$ cat src/rtl/mmu_cp0_regs.sv
`default_nettype none
// +----------------------------------------------------------------------+
// | mmu_cp0_regs: CP0 MMU register file and TLBR/TLBWI/TLBWR/TLBP sequencer |
// | Rev 1.0                                                              |
// +----------------------------------------------------------------------+
module mmu_cp0_regs #(
  parameter int TLB_ENTRIES = 16,
  parameter int IDX_W       = 4
) (
  input  logic             clk,
  input  logic             res_n,
  input  logic [3:0]       mmu_reg,
  input  logic             readMMUReg,
  input  logic             writeMMUReg,
  input  logic [31:0]      mmu_dataIn,
  output logic [31:0]      mmu_dataOut,
  input  logic [1:0]       tlb_op,
  input  logic             tlb_op_valid,
  output logic             tlb_busy,
  input  logic             exc_we,
  input  logic [31:0]      exc_badVAddr,
  output logic             tlb_req,
  output logic             tlb_we,
  output logic             tlb_probe,
  output logic [IDX_W-1:0] tlb_idx,
  output logic [31:0]      tlb_wdata_hi,
  output logic [31:0]      tlb_wdata_lo0,
  output logic [31:0]      tlb_wdata_lo1,
  output logic [31:0]      tlb_wdata_mask,
  input  logic             tlb_ack,
  input  logic [31:0]      tlb_rdata_hi,
  input  logic [31:0]      tlb_rdata_lo0,
  input  logic [31:0]      tlb_rdata_lo1,
  input  logic [31:0]      tlb_rdata_mask,
  input  logic             tlb_hit,
  input  logic [IDX_W-1:0] tlb_hit_idx
);

  // Register select encoding follows the CP0 register numbers
  localparam logic [3:0] MMU_REG_INDEX    = 4'd0;
  localparam logic [3:0] MMU_REG_RANDOM   = 4'd1;
  localparam logic [3:0] MMU_REG_ENTRYLO0 = 4'd2;
  localparam logic [3:0] MMU_REG_ENTRYLO1 = 4'd3;
  localparam logic [3:0] MMU_REG_CTX      = 4'd4;
  localparam logic [3:0] MMU_REG_PAGEMASK = 4'd5;
  localparam logic [3:0] MMU_REG_WIRED    = 4'd6;
  localparam logic [3:0] MMU_REG_ENTRYHI  = 4'd10;

  localparam logic [1:0] c_op_tlbr  = 2'd0;
  localparam logic [1:0] c_op_tlbwi = 2'd1;
  localparam logic [1:0] c_op_tlbwr = 2'd2;
  localparam logic [1:0] c_op_tlbp  = 2'd3;

  localparam logic [IDX_W-1:0] c_rand_max = IDX_W'(TLB_ENTRIES - 1);

  typedef enum logic [0:0] {S_IDLE = 1'b0, S_OP = 1'b1} state_t;

  state_t            r_state, w_next;
  logic [1:0]        r_op;
  logic              r_index_p;
  logic [IDX_W-1:0]  r_index, r_random, r_wired;
  logic [29:0]       r_lo0, r_lo1;
  logic [8:0]        r_ptebase;
  logic [18:0]       r_badvpn2;
  logic [15:0]       r_pagemask;
  logic [18:0]       r_vpn2;
  logic [7:0]        r_asid;

  logic [31:0] w_index, w_random, w_lo0, w_lo1, w_ctx, w_pagemask, w_wired, w_entryhi;
  logic [31:0] w_rd_data;
  logic        w_start, w_done, w_done_tlbr, w_done_tlbp;
  logic        w_wr_index, w_wr_lo0, w_wr_lo1, w_wr_ctx, w_wr_pm, w_wr_wired, w_wr_ehi;
  logic        w_unused;

  // Architectural views: unimplemented bits read as zero
  assign w_index    = {r_index_p, {(31-IDX_W){1'b0}}, r_index};
  assign w_random   = {{(32-IDX_W){1'b0}}, r_random};
  assign w_lo0      = {2'b00, r_lo0};
  assign w_lo1      = {2'b00, r_lo1};
  assign w_ctx      = {r_ptebase, r_badvpn2, 4'b0000};
  assign w_pagemask = {3'b000, r_pagemask, 13'b0};
  assign w_wired    = {{(32-IDX_W){1'b0}}, r_wired};
  assign w_entryhi  = {r_vpn2, 5'b00000, r_asid};

  always_comb begin
    w_rd_data = 32'h0;
    case (mmu_reg)
      MMU_REG_INDEX:    w_rd_data = w_index;
      MMU_REG_RANDOM:   w_rd_data = w_random;
      MMU_REG_ENTRYLO0: w_rd_data = w_lo0;
      MMU_REG_ENTRYLO1: w_rd_data = w_lo1;
      MMU_REG_CTX:      w_rd_data = w_ctx;
      MMU_REG_PAGEMASK: w_rd_data = w_pagemask;
      MMU_REG_WIRED:    w_rd_data = w_wired;
      MMU_REG_ENTRYHI:  w_rd_data = w_entryhi;
      default:          w_rd_data = 32'h0;
    endcase
  end

  assign w_wr_index = writeMMUReg && (mmu_reg == MMU_REG_INDEX);
  assign w_wr_lo0   = writeMMUReg && (mmu_reg == MMU_REG_ENTRYLO0);
  assign w_wr_lo1   = writeMMUReg && (mmu_reg == MMU_REG_ENTRYLO1);
  assign w_wr_ctx   = writeMMUReg && (mmu_reg == MMU_REG_CTX);
  assign w_wr_pm    = writeMMUReg && (mmu_reg == MMU_REG_PAGEMASK);
  assign w_wr_wired = writeMMUReg && (mmu_reg == MMU_REG_WIRED);
  assign w_wr_ehi   = writeMMUReg && (mmu_reg == MMU_REG_ENTRYHI);

  assign w_start     = (r_state == S_IDLE) && tlb_op_valid;
  assign w_done      = (r_state == S_OP) && tlb_ack;
  assign w_done_tlbr = w_done && (r_op == c_op_tlbr);
  assign w_done_tlbp = w_done && (r_op == c_op_tlbp);
  assign tlb_busy    = (r_state == S_OP);

  assign w_unused = ^{mmu_dataIn, exc_badVAddr, tlb_rdata_hi, tlb_rdata_lo0,
                      tlb_rdata_lo1, tlb_rdata_mask};

  always_ff @(posedge clk or negedge res_n) begin
    if (!res_n) r_state <= S_IDLE;
    else        r_state <= w_next;
  end

  always_comb begin
    w_next = r_state;
    case (r_state)
      S_IDLE:  if (tlb_op_valid) w_next = S_OP;
      S_OP:    if (tlb_ack) w_next = S_IDLE;
      default: w_next = S_IDLE;
    endcase
  end

  // TLB request side: index and entry data are frozen for the whole request
  always_ff @(posedge clk or negedge res_n) begin
    if (!res_n) begin
      r_op           <= c_op_tlbr;
      tlb_req        <= 1'b0;
      tlb_we         <= 1'b0;
      tlb_probe      <= 1'b0;
      tlb_idx        <= '0;
      tlb_wdata_hi   <= 32'h0;
      tlb_wdata_lo0  <= 32'h0;
      tlb_wdata_lo1  <= 32'h0;
      tlb_wdata_mask <= 32'h0;
    end else if (w_start) begin
      r_op           <= tlb_op;
      tlb_req        <= 1'b1;
      tlb_we         <= (tlb_op == c_op_tlbwi) || (tlb_op == c_op_tlbwr);
      tlb_probe      <= (tlb_op == c_op_tlbp);
      tlb_idx        <= (tlb_op == c_op_tlbwr) ? r_random : r_index;
      tlb_wdata_hi   <= w_entryhi;
      tlb_wdata_lo0  <= w_lo0;
      tlb_wdata_lo1  <= w_lo1;
      tlb_wdata_mask <= w_pagemask;
    end else if (w_done) begin
      tlb_req   <= 1'b0;
      tlb_we    <= 1'b0;
      tlb_probe <= 1'b0;
    end
  end

  // Register file: per field, TLB completion beats exception capture beats software
  always_ff @(posedge clk or negedge res_n) begin
    if (!res_n) begin
      mmu_dataOut <= 32'h0;
      r_index_p   <= 1'b0;
      r_index     <= '0;
      r_random    <= c_rand_max;
      r_wired     <= '0;
      r_lo0       <= '0;
      r_lo1       <= '0;
      r_ptebase   <= '0;
      r_badvpn2   <= '0;
      r_pagemask  <= '0;
      r_vpn2      <= '0;
      r_asid      <= '0;
    end else begin
      if (readMMUReg) mmu_dataOut <= w_rd_data;

      if (w_done_tlbp) begin
        r_index_p <= !tlb_hit;
        r_index   <= tlb_hit ? tlb_hit_idx : '0;
      end else if (w_wr_index) begin
        r_index   <= mmu_dataIn[IDX_W-1:0];
      end

      if (w_wr_wired || (r_random <= r_wired)) r_random <= c_rand_max;
      else                                     r_random <= r_random - 1'b1;
      if (w_wr_wired) r_wired <= mmu_dataIn[IDX_W-1:0];

      if (w_done_tlbr)   r_lo0 <= tlb_rdata_lo0[29:0];
      else if (w_wr_lo0) r_lo0 <= mmu_dataIn[29:0];
      if (w_done_tlbr)   r_lo1 <= tlb_rdata_lo1[29:0];
      else if (w_wr_lo1) r_lo1 <= mmu_dataIn[29:0];
      if (w_done_tlbr)  r_pagemask <= tlb_rdata_mask[28:13];
      else if (w_wr_pm) r_pagemask <= mmu_dataIn[28:13];

      if (w_wr_ctx) r_ptebase <= mmu_dataIn[31:23];
      if (exc_we)   r_badvpn2 <= exc_badVAddr[31:13];

      if (w_done_tlbr)   r_vpn2 <= tlb_rdata_hi[31:13];
      else if (exc_we)   r_vpn2 <= exc_badVAddr[31:13];
      else if (w_wr_ehi) r_vpn2 <= mmu_dataIn[31:13];
      if (w_done_tlbr)   r_asid <= tlb_rdata_hi[7:0];
      else if (w_wr_ehi) r_asid <= mmu_dataIn[7:0];
    end
  end

endmodule
`default_nettype wire

$ cat config.mk
export PLATFORM = sky130hd
export DESIGN_NAME = mmu_cp0_regs
export DESIGN_NICKNAME = d
export VERILOG_FILES = /design/src/rtl/mmu_cp0_regs.sv
export SDC_FILE = /design/constraint.sdc
export NUM_CORES = 1
export LEC_CHECK = 0
export CAP_MARGIN = 15
export CORE_UTILIZATION = 35
export DETAILED_ROUTE_END_ITERATION = 8
export PLACE_DENSITY = 0.68
export SLEW_MARGIN = 40
export SYNTH_ARGS = -nofsm -noshare
export SYNTH_HDL_FRONTEND = slang
export SYNTH_SLANG_ARGS = --single-unit
export TNS_END_PERCENT = 5
$ cat constraint.sdc
create_clock -name clk -period 1.5 [get_ports clk]
set_input_delay 0.45 -clock clk [delete_from_list [all_inputs] [get_ports clk]]
set_output_delay 0.45 -clock clk [all_outputs]
set_load 0.02 [all_outputs]
==> summary.txt, run 1 <==
Finish
  • Share of layout cells above drive strength 1: between 20% and 30%
  • Fin area: roughly 19000 µm²
  • Most common cell after layout, fill and taps aside: dfrtp_1
  • Layout area overhead: 43.98%
  • Fin cells: approximately 2200
  • # diodes: 0
  • Most frequent cells in the layout: dfrtp_1, nand2_1, clkdlybuf4s50_1
  • Fin nets: between 1500 and 2000

Die
  • # IOs: 378
  • Die X: ~200 µm
  • # rows: 71
  • Die Y: 198.3 µm
  • Initial Util: a little over a third
  • Area of the core: between 30000 and 40000 µm²
  • Die area: a little under 40000 µm²

Setup path
  • Crit Path Category: register to output pin
  • Crit path max fanout: 2
  • Worst Path Buf+Inv: 1
  • Critical path required time: 1.05 ns
  • RR Startpoint: r_op[1]
  • Max incr delay on CP: around 0.42 ns
  • Cell Chain, Critical Path: buf_2
  • Slowest cell on the critical path: dfrtp_1
  • Worst Setup Start Kind: register
  • Critical Path Start: mmu_dataOut[16]
  • Crit. End Element: output pin
  • Crit-path leading delay family: flip-flops
  • Worst EP arrival: approximately 1.1 ns

Synthesis
  • Synth warn: 0
  • Top cells by area, synth: dfrtp_1, mux2i_1, mux2_2
  • Synth Instances: ~1200
  • Synth async-reset ratio: between 90% and 100%
  • Netlist cell types: slightly above 50
  • Syn Area/Cell: ~11 µm²
  • Post-Syn Area: roughly 13000 µm²
  • Post-synth top area share: 52.91%
  • Seq/Total Area, Yosys: 53.68%
  • Number of synthesized register bits: just under 300
  • Top_reg_cell synth: dfrtp_1
  • Post-synth EDFFs: 0
  • Most area-hungry cell type in the Yosys netlist: dfrtp_1

Routing
  • Residual DRC: 0
  • Final ANT Viol Nets: 0
  • Drt total wl: 44.75 mm
  • DR WL met2: approximately 21 mm
  • M1 WL: roughly 20 mm
  • Metal3 WL: around 2.8 mm
  • Uppermost layer routed: met5
  • Via density per instance: a little over 5
  • Initial drt markers: between 600 and 700
  • Via count: 11020
  • DR WL/cell: 20.61 µm
  • DRT Pass-1 Iters: 5

Timing
  • Fin crit share: 103.0%
  • Final setup violating endpoints: 41
  • Fin. max-slew vios: 0
  • Relative slew slack: a little under two thirds
  • F_max: between 0.6 and 0.7 GHz
  • Setup Skew: approximately 0.015 ns
  • RSZ-0062 raised after global routing: true
  • Hold slack: 0.4022 ns
  • Tmin final: ~1.5 ns
  • Tightest Pin Transition: 0.5393 ns
  • Fin worst setup slack: -0.04432 ns
  • Final hold violation count: 0

Placement
  • Placed Cells: 2094
  • Hpwl dp: around 34 mm
  • Placer Congestion: between 0.8 and 0.9
  • DP Area: between 15000 and 20000 µm²
  • IO Port Bufs: 314

Clock tree
  • CTS max path bufs: 3
  • Cts bufs inserted: 34
  • CTS clk-pin slew, worst paths: approximately 0.060 ns
  • H-tree depth: 2
  • CTS tree: yes
  • Worst skew pair latency: ~0.5 ns
  • CTS root buf: clkbuf_16
  • Clock net sink count: between 200 and 300

Global routing
  • Initial antenna violation count: 2
  • Global route total overflow: 0
  • Largest net degree at the start of global routing: between 50 and 60
  • All-layer global routing usage: 22.82%
  • First-pass GRT wire length: 67.79 mm
  • Number of global-route vias before repair: ~11000

Power
  • Pwr Density: 1622 nW/µm²
  • Static Leak: around 8.9 nW
  • Worst vdd ir: 990.6 µV

Status
  • Status: finished with violations
  • Violated checks: setup timing

Flow run
  • Max_cap viols: 0

Min path
  • Worst hold-check path type: primary input to async pin
layout make-up:
type                            count  area [µm²]
Clock buffer                       53        1086
Inverter                           64       240.2
Clock inverter                      8       90.09
Sequential cell                   289        7238
Multi-Input combinational cell    790        5720
Fill cell                        3403       18350
Tap cell                          511       639.4
Timing Repair Buffer              456        4394
synthesized netlist by cell type (3+ instances only):
cell	number
a22o_1	18
nand2b_1	19
o21ai_0	134
buf_4	35
nor2_1	9
mux2i_1	125
buf_2	36
ha_1	7
dfrtp_1	285
clkbuf_1	29
nand2_1	165
nand3b_1	4
a221oi_1	16
o32ai_1	16
a21oi_1	24
o2bb2ai_1	27
buf_1	5
nor2b_1	6
o21ai_1	50
mux2_2	94
a22oi_1	11
buf_6	4
o22ai_1	3
nor3_1	8
dfstp_2	4
inv_1	64
nand3_1	3
sequential cells by signal, summed over array words and instances (netlist names), 8 cells and up:
name / flops
tlb_wdata_hi: 27
tlb_wdata_lo0: 30
r_lo1: 30
r_badvpn2: 19
tlb_wdata_lo1: 30
tlb_wdata_mask: 16
r_vpn2: 19
r_pagemask: 16
r_asid: 8
r_ptebase: 9
mmu_dataOut: 32
r_lo0: 30
power breakdown:
group	switching [mW]	internal [mW]	total, mW
Sequential	2.23	10.7	12.9
Combinational	5.22	4.79	10.0
Clock	3.25	5.32	8.56
timing repair:
action	4_1_cts	5_1_grt
pin swaps	4	5
endpoints found under the hold margin	14	0
hold buffers	1	0
gates resized for setup	700	42
cloned	1	1
endpoints found under the setup margin	298	229
setup buffers	12	2
final timing paths:
path / endpoint / slack (ns) / cells past startpoint
setup / recovery: mmu_dataOut[16] / -0.04 / 1
hold / removal: tlb_wdata_lo1[3] / 0.40 / 2
setup reg to reg: r_vpn2[7] / 0.09 / 5
hold reg to reg: tlb_idx[1] / 0.48 / 2
max in group asynchronous: r_lo1[10] / 0.47 / 3
min in group clk: r_badvpn2[3] / 0.44 / 2
routing by layer:
metal	vias up	GRT usage, %
met1	5452	31.39
met2	400	36.52
met5	-	0
met3	73	4.020
met4	4	6.919
li1	5086	-
stage by stage:
stage,total power [mW],util (%),setup TNS [ns],setup WS (ns)
floorplan,17.93,-,-8.370,-0.07431
global placement,23.32,48.52,-142.86,-0.8371
detailed placement,23.59,48.52,-148.81,-0.9115
CTS,31.59,51.08,-2.318,-0.07259
global route,33.21,51.41,-3.784,-0.07542
finish,31.48,51.41,-0.6307,-0.04432
cells by family (layout without fill, tap and decap cells):
| group | after synthesis | in the layout | synth area share (%) |
|---|---|---|---|
| adder cells (fa/ha/maj) | 7 | 7 | 0.6497 |
| AND/OR/NAND/NOR | 234 | 234 | 8.140 |
| AO/OA/AOI/OAI | 303 | 303 | 13.74 |
| XOR/XNOR | 2 | 2 | 0.1300 |
| other | 1 | 25 | 0.02782 |
| flip-flops | 289 | 289 | 53.68 |
| buffers and inverters | 174 | 581 | 6.497 |
| multiplexers | 219 | 219 | 17.13 |
No activity file was read; power rests on OpenSTA's default activity.
==> run 2, diff against run 1 <==
- CORE_MARGIN: unset -> 8
==> run 2 against run 1 <==
The run still ends with setup timing left. Largest power group unchanged. Total power rose by 3.7%. Fmax is 0.60% higher. Sequential share of layout area decreased by 1.3 points. Clock power rose by 3.6%. Register-to-register slack got worse by 0.09 ns. Critical path depth increased by 6. Sequential power about the same. Hold slack got worse by 0.042 ns. First-iteration DRC count rose by 1.6%.
==> summary.txt, run 2 (synthesis gave the netlist of run 1 again) <==
Flow run
  • Max_cap viols: 0

Routing
  • DRT Pass-1 Iters: 4
  • Final ANT Viol Nets: 0
  • DR WL/cell: approximately 22 µm
  • Via density per instance: slightly above 5
  • Initial drt markers: 620
  • Drt total wl: roughly 50 mm
  • Residual DRC: 0
  • Via count: 11100

Finish
  • Most flops, register: mmu_dataOut
  • Layout area overhead: 48.98%
  • Share of layout cells above drive strength 1: a little under a third
  • Most common cell after layout, fill and taps aside: dfrtp_1
  • Util after Layout: a little over half
  • Number of fillers in the final layout: about 3400
  • Max FFs per register: 32
  • Most frequent cells in the layout: dfrtp_1, clkdlybuf4s50_1, nand2_1
  • Fin nets: about 1900

Setup path
  • Worst reg2reg endpoint: r_lo0[12]
  • Worst EP arrival: approximately 1.9 ns
  • Crit Path Category: primary input to register
  • Crit-path leading delay family: buffers and inverters
  • Cell Chain, Critical Path: clkdlybuf4s50_1 > nand2_2 > nor3_4 > buf_12 > clkbuf_16 > clkbuf_16 > o21ai_0
  • Crit. path cell count: 7
  • Worst Path Buf+Inv: 4
  • Worst Setup Start Kind: primary input
  • Crit path max fanout: 18
  • Reg2reg path depth: 6
  • R2R Setup Slk: 0 ns
  • Crit path top cell by count: clkbuf_16
  • Critical path required time: ~1.9 ns
  • Crit. End Element: register
  • Max incr delay on CP: about 0.5 ns
  • RR Startpoint: tlb_busy
  • Slowest cell on the critical path: clkdlybuf4s50_1

Die
  • Area of the core: 38380 µm²
  • Die Y: approximately 210 µm
  • Die area: ~45000 µm²
  • # rows: roughly 70
  • Initial Util: 35.13%
  • Die X: 212.3 µm
  • # IOs: between 300 and 400

Timing
  • Tightest Pin Transition: 0.7591 ns
  • Fin. max-slew vios: 0
  • Tmin final: approximately 1.5 ns
  • Final hold violation count: 0
  • RSZ-0062 raised after global routing: true
  • Setup Skew: between 0.009 and 0.01 ns
  • Fin crit share: 102.3%
  • Relative slew slack: approximately half
  • F_max: 0.6514 GHz
  • Setup_tns: -0.6151 ns
  • Final setup violating endpoints: 46
  • Fin worst setup slack: -0.03516 ns

Power
  • Total power draw: between 30 and 40 mW
  • Worst vdd ir: 827.5 µV
  • Sequential power share: about two fifths
  • Internal: ~22 mW
  • Clock Power Share: a little over a quarter
  • Switching power: between 10 and 15 mW
  • Static Leak: a little over 9 nW
  • Combinational group share of total power: roughly a third
  • Pwr Density: between 1500 and 2000 nW/µm²
  • Net Sw Frac: roughly 34%

Placement
  • Post-place setup slack: -0.9417 ns
  • Placer Congestion: 0.8585
  • Hpwl dp: roughly 36 mm
  • IO Port Bufs: between 300 and 400

Clock tree
  • CTS root buf: clkbuf_16
  • CTS max path bufs: 3
  • Worst skew pair latency: ~0.50 ns
  • Clock net sink count: 289
  • Cts bufs inserted: 34
  • CTS clk-pin slew, worst paths: 0.06 ns
  • CTS tree: yes
  • H-tree depth: 2

Min path
  • Hold path depth: 2
  • Worst hold-check path type: primary input to register
  • Hold_sp: exc_we
  • Hold Path Sink: r_badvpn2[0]

Global routing
  • All-layer global routing usage: about a fifth
  • First-pass GRT wire length: ~72 mm
  • Initial antenna violation count: 14
  • Largest net degree at the start of global routing: 55
  • Number of global-route vias before repair: about 12000
  • Global route total overflow: 0

Status
  • Status: finished with violations
  • Violated checks: setup timing
[run 2: per-layer routing]
metal  GRT usage, %  up-vias  wire, µm
met5              0        -        67
met4          8.686       10      2020
met3          6.235      104      3495
met2          32.81      397     22740
met1          26.66     5474     20860
li1               -     5117         -
[run 2: layout make-up]
class / instances / area [µm²] / area share, %
Antenna cell: 8 / 20.02 / 0.09968
Clock buffer: 47 / 1003 / 4.997
Clock inverter: 14 / 201.4 / 1.003
Inverter: 64 / 240.2 / 1.196
Multi-Input combinational cell: 790 / 5802 / 28.89
Sequential cell: 289 / 7237 / 36.04
Tap cell: 518 / 648.1 / 3.227
Timing Repair Buffer: 469 / 4931 / 24.55
[run 2: worst max path at each step]
| stage | to | slack [ns] | from |
|---|---|---|---|
| after global placement | mmu_dataOut[18] | -0.91 | mmu_reg[2] |
| final | r_lo0[12] | -0.04 | tlb_ack |
| after global routing | r_lo1[15] | -0.07 | tlb_ack |
| after detailed placement | mmu_dataOut[22] | -0.94 | mmu_reg[0] |
| after CTS | tlb_wdata_lo1[28] | -0.06 | tlb_wdata_lo1[28] |
| after floorplan | r_vpn2[10] | -0.07 | mmu_reg[3] |
[run 2: stage by stage]
step	area, µm²	hold slack [ns]	std cells
2_1_floorplan	13780	0.1544	1253
3_3_place_gp	18340	0.3482	2106
3_5_place_dp	18350	0.3466	2106
4_1_cts	19450	0.3414	2175
5_1_grt	20070	0.3684	2194
6_report	20080	0.3601	2199
[run 2: worst register-to-register path: cells and delay by family (launching register included)]
family / cells / cell delay, ns
buffers and inverters: 3 / 0.55
DFF: 1 / 0.41
and+or+nand+nor: 2 / 0.32
AOI/OAI and AO/OA: 1 / 0.09
[run 2: power groups by stage]
stage	Combinational (mW)	Clock, mW	Sequential (mW)
6_report	10.8	8.87	13.0
2_1_floorplan	3.97	0	14.0
3_3_place_gp	10.6	0	12.8
3_5_place_dp	10.8	0	12.9
4_1_cts	10.3	9.09	12.9
5_1_grt	11.6	9.37	13.3
[run 2: what timing repair did]
action | CTS | global route
resized for setup | 714 | 118
setup endpoints to repair | 299 | 279
hold buffers | 1 | 0
gates cloned | 1 | 8
hold endpoints to repair | 17 | 0
pin swaps | 2 | 4
setup buffers | 6 | 9
==> run 3, diff against run 2 <==
- SKIP_LAST_GASP: unset -> 1
==> run 3 against run 2 <==
The flow still finishes with violations (setup timing). Sequential power about the same. Sequential cell count is the same. Non-clock buffer count is the same. Largest cell class unchanged.
==> summary.txt, run 3 (synthesis gave the netlist of run 1 again) <==
Clock tree
  • CTS root buf: clkbuf_16
  • Clock net sink count: roughly 290
  • CTS clk-pin slew, worst paths: about 0.060 ns
  • CTS max path bufs: 3
  • Cts bufs inserted: 34
  • CTS tree: yes
  • H-tree depth: 2
  • Worst skew pair latency: 0.51 ns

Power
  • Pwr Density: 1613 nW/µm²
  • Static Leak: about 9 nW
  • Worst vdd ir: approximately 830 µV
  • Total power draw: between 30 and 40 mW

Placement
  • Placed Cells: between 2000 and 2500
  • Placer Congestion: about 0.86
  • Hpwl dp: ~36 mm
  • Post-place setup slack: -0.9417 ns
  • IO Port Bufs: ~310

Global routing
  • Initial antenna violation count: 14
  • Global route total overflow: 0
  • All-layer global routing usage: about a fifth
  • Number of global-route vias before repair: ~12000
  • First-pass GRT wire length: 72.02 mm
  • Largest net degree at the start of global routing: 55

Timing
  • Final setup violating endpoints: a little over 60
  • F_max: 0.6520 GHz
  • Tmin final: roughly 1.5 ns
  • Final hold violation count: 0
  • Fin crit share: 102.2%
  • Fin. max-slew vios: 0
  • RSZ-0062 raised after global routing: true
  • Setup Skew: 0.01096 ns
  • Fin worst setup slack: -0.03372 ns
  • Tightest Pin Transition: ~0.80 ns
  • Relative slew slack: around 47%

Finish
  • Fin nets: approximately 1900
  • Most common cell after layout, fill and taps aside: dfrtp_1
  • Layout area overhead: 45.07%
  • Share of layout cells above drive strength 1: a little under a third
  • Fin cells: 2198
  • Most frequent cells in the layout: dfrtp_1, clkdlybuf4s50_1, nand2_1
  • Max FFs per register: 32
  • Most flops, register: mmu_dataOut

Routing
  • Initial drt markers: ~670
  • Via density per instance: around 5.0
  • DRT Pass-1 Iters: 5
  • Drt total wl: 49.33 mm
  • Residual DRC: 0
  • Final ANT Viol Nets: 0
  • DR WL/cell: 22.44 µm
  • Via count: 11090

Setup path
  • Crit Path Category: primary input to register
  • Worst EP arrival: 1.95 ns
  • Critical path required time: about 1.9 ns
  • Crit path max fanout: 15
  • Crit. End Element: register
  • Worst Setup Start Kind: primary input

Status
  • Status: finished with violations
  • Violated checks: setup timing

Die
  • Die area: approximately 45000 µm²
  • Area of the core: about 38000 µm²
  • # IOs: approximately 380
  • Die X: around 210 µm
  • Initial Util: 35.13%
  • Die Y: between 200 and 250 µm
  • # rows: 72

Flow run
  • Max_cap viols: 0

Min path
  • Worst hold-check path type: primary input to register
run 3: critical path, cell delays in order:
cell	delay, ns
clkdlybuf4s50_1	0.50
nand2_2	0.08
nor3_4	0.23
buf_12	0.17
buf_16	0.16
buf_16	0.14
nand2_1	0.11
o21ai_0	0.10
run 3: worst paths after layout:
path	cells after the start	start	slack, ns	end
min in group asynchronous	2	res_n	0.41	r_lo0[25]
worst min register to register	1	mmu_dataOut[9]	0.48	mmu_dataOut[9]
max in group asynchronous	3	res_n	0.46	r_wired[0]
worst min-delay path	2	exc_we	0.36	r_badvpn2[0]
worst max-delay path	8	tlb_ack	-0.03	r_lo0[20]
worst max register to register	7	tlb_busy	0	r_lo0[20]
run 3: area by class of cell:
type,instances,area (µm²)
multi-input cells,790,5812
flip-flops and latches,289,7237
well taps,518,648.1
clock buffers,47,1003
diodes,7,17.52
fillers,3518,18820
repair buffers,469,4397
clock inverters,14,201.4
inverters,64,240.2
run 3: metrics by stage:
step	TNS [ns]	instance area, µm²	utilization [%]	hold slack, ns
2_1_floorplan	-8.370	13780	-	0.1544
3_3_place_gp	-141.43	18340	47.79	0.3482
3_5_place_dp	-145.86	18350	47.80	0.3466
4_1_cts	-4.174	19080	49.73	0.3414
5_1_grt	-9.121	19550	50.93	0.3684
6_report	-0.7448	19560	50.96	0.3603
run 3: layer usage:
| layer | GRT usage (%) | part of all wire (%) | vias to the layer above |
|---|---|---|---|
| met5 | 0 | 0.21 | - |
| met4 | 8.020 | 3.9 | 14 |
| met3 | 6.103 | 7.3 | 104 |
| met2 | 33.02 | 46 | 387 |
| met1 | 26.76 | 42 | 5471 |
| li1 | - | - | 5111 |
run 3: repair_timing:
| item | 4_1_cts | 5_1_grt |
|---|---|---|
| buffers inserted | 6 | 8 |
| cloned | 1 | 8 |
| endpoints found under the hold margin | 17 | 0 |
| hold buffers | 1 | 0 |
| resized for setup | 604 | 40 |
| endpoints found under the setup margin | 299 | 294 |
| pin swaps | 2 | 6 |
run 3: where the power goes:
part	switching, mW	internal, mW
Clock	3.32	5.55
Sequential	2.11	10.7
Combinational	5.51	4.37
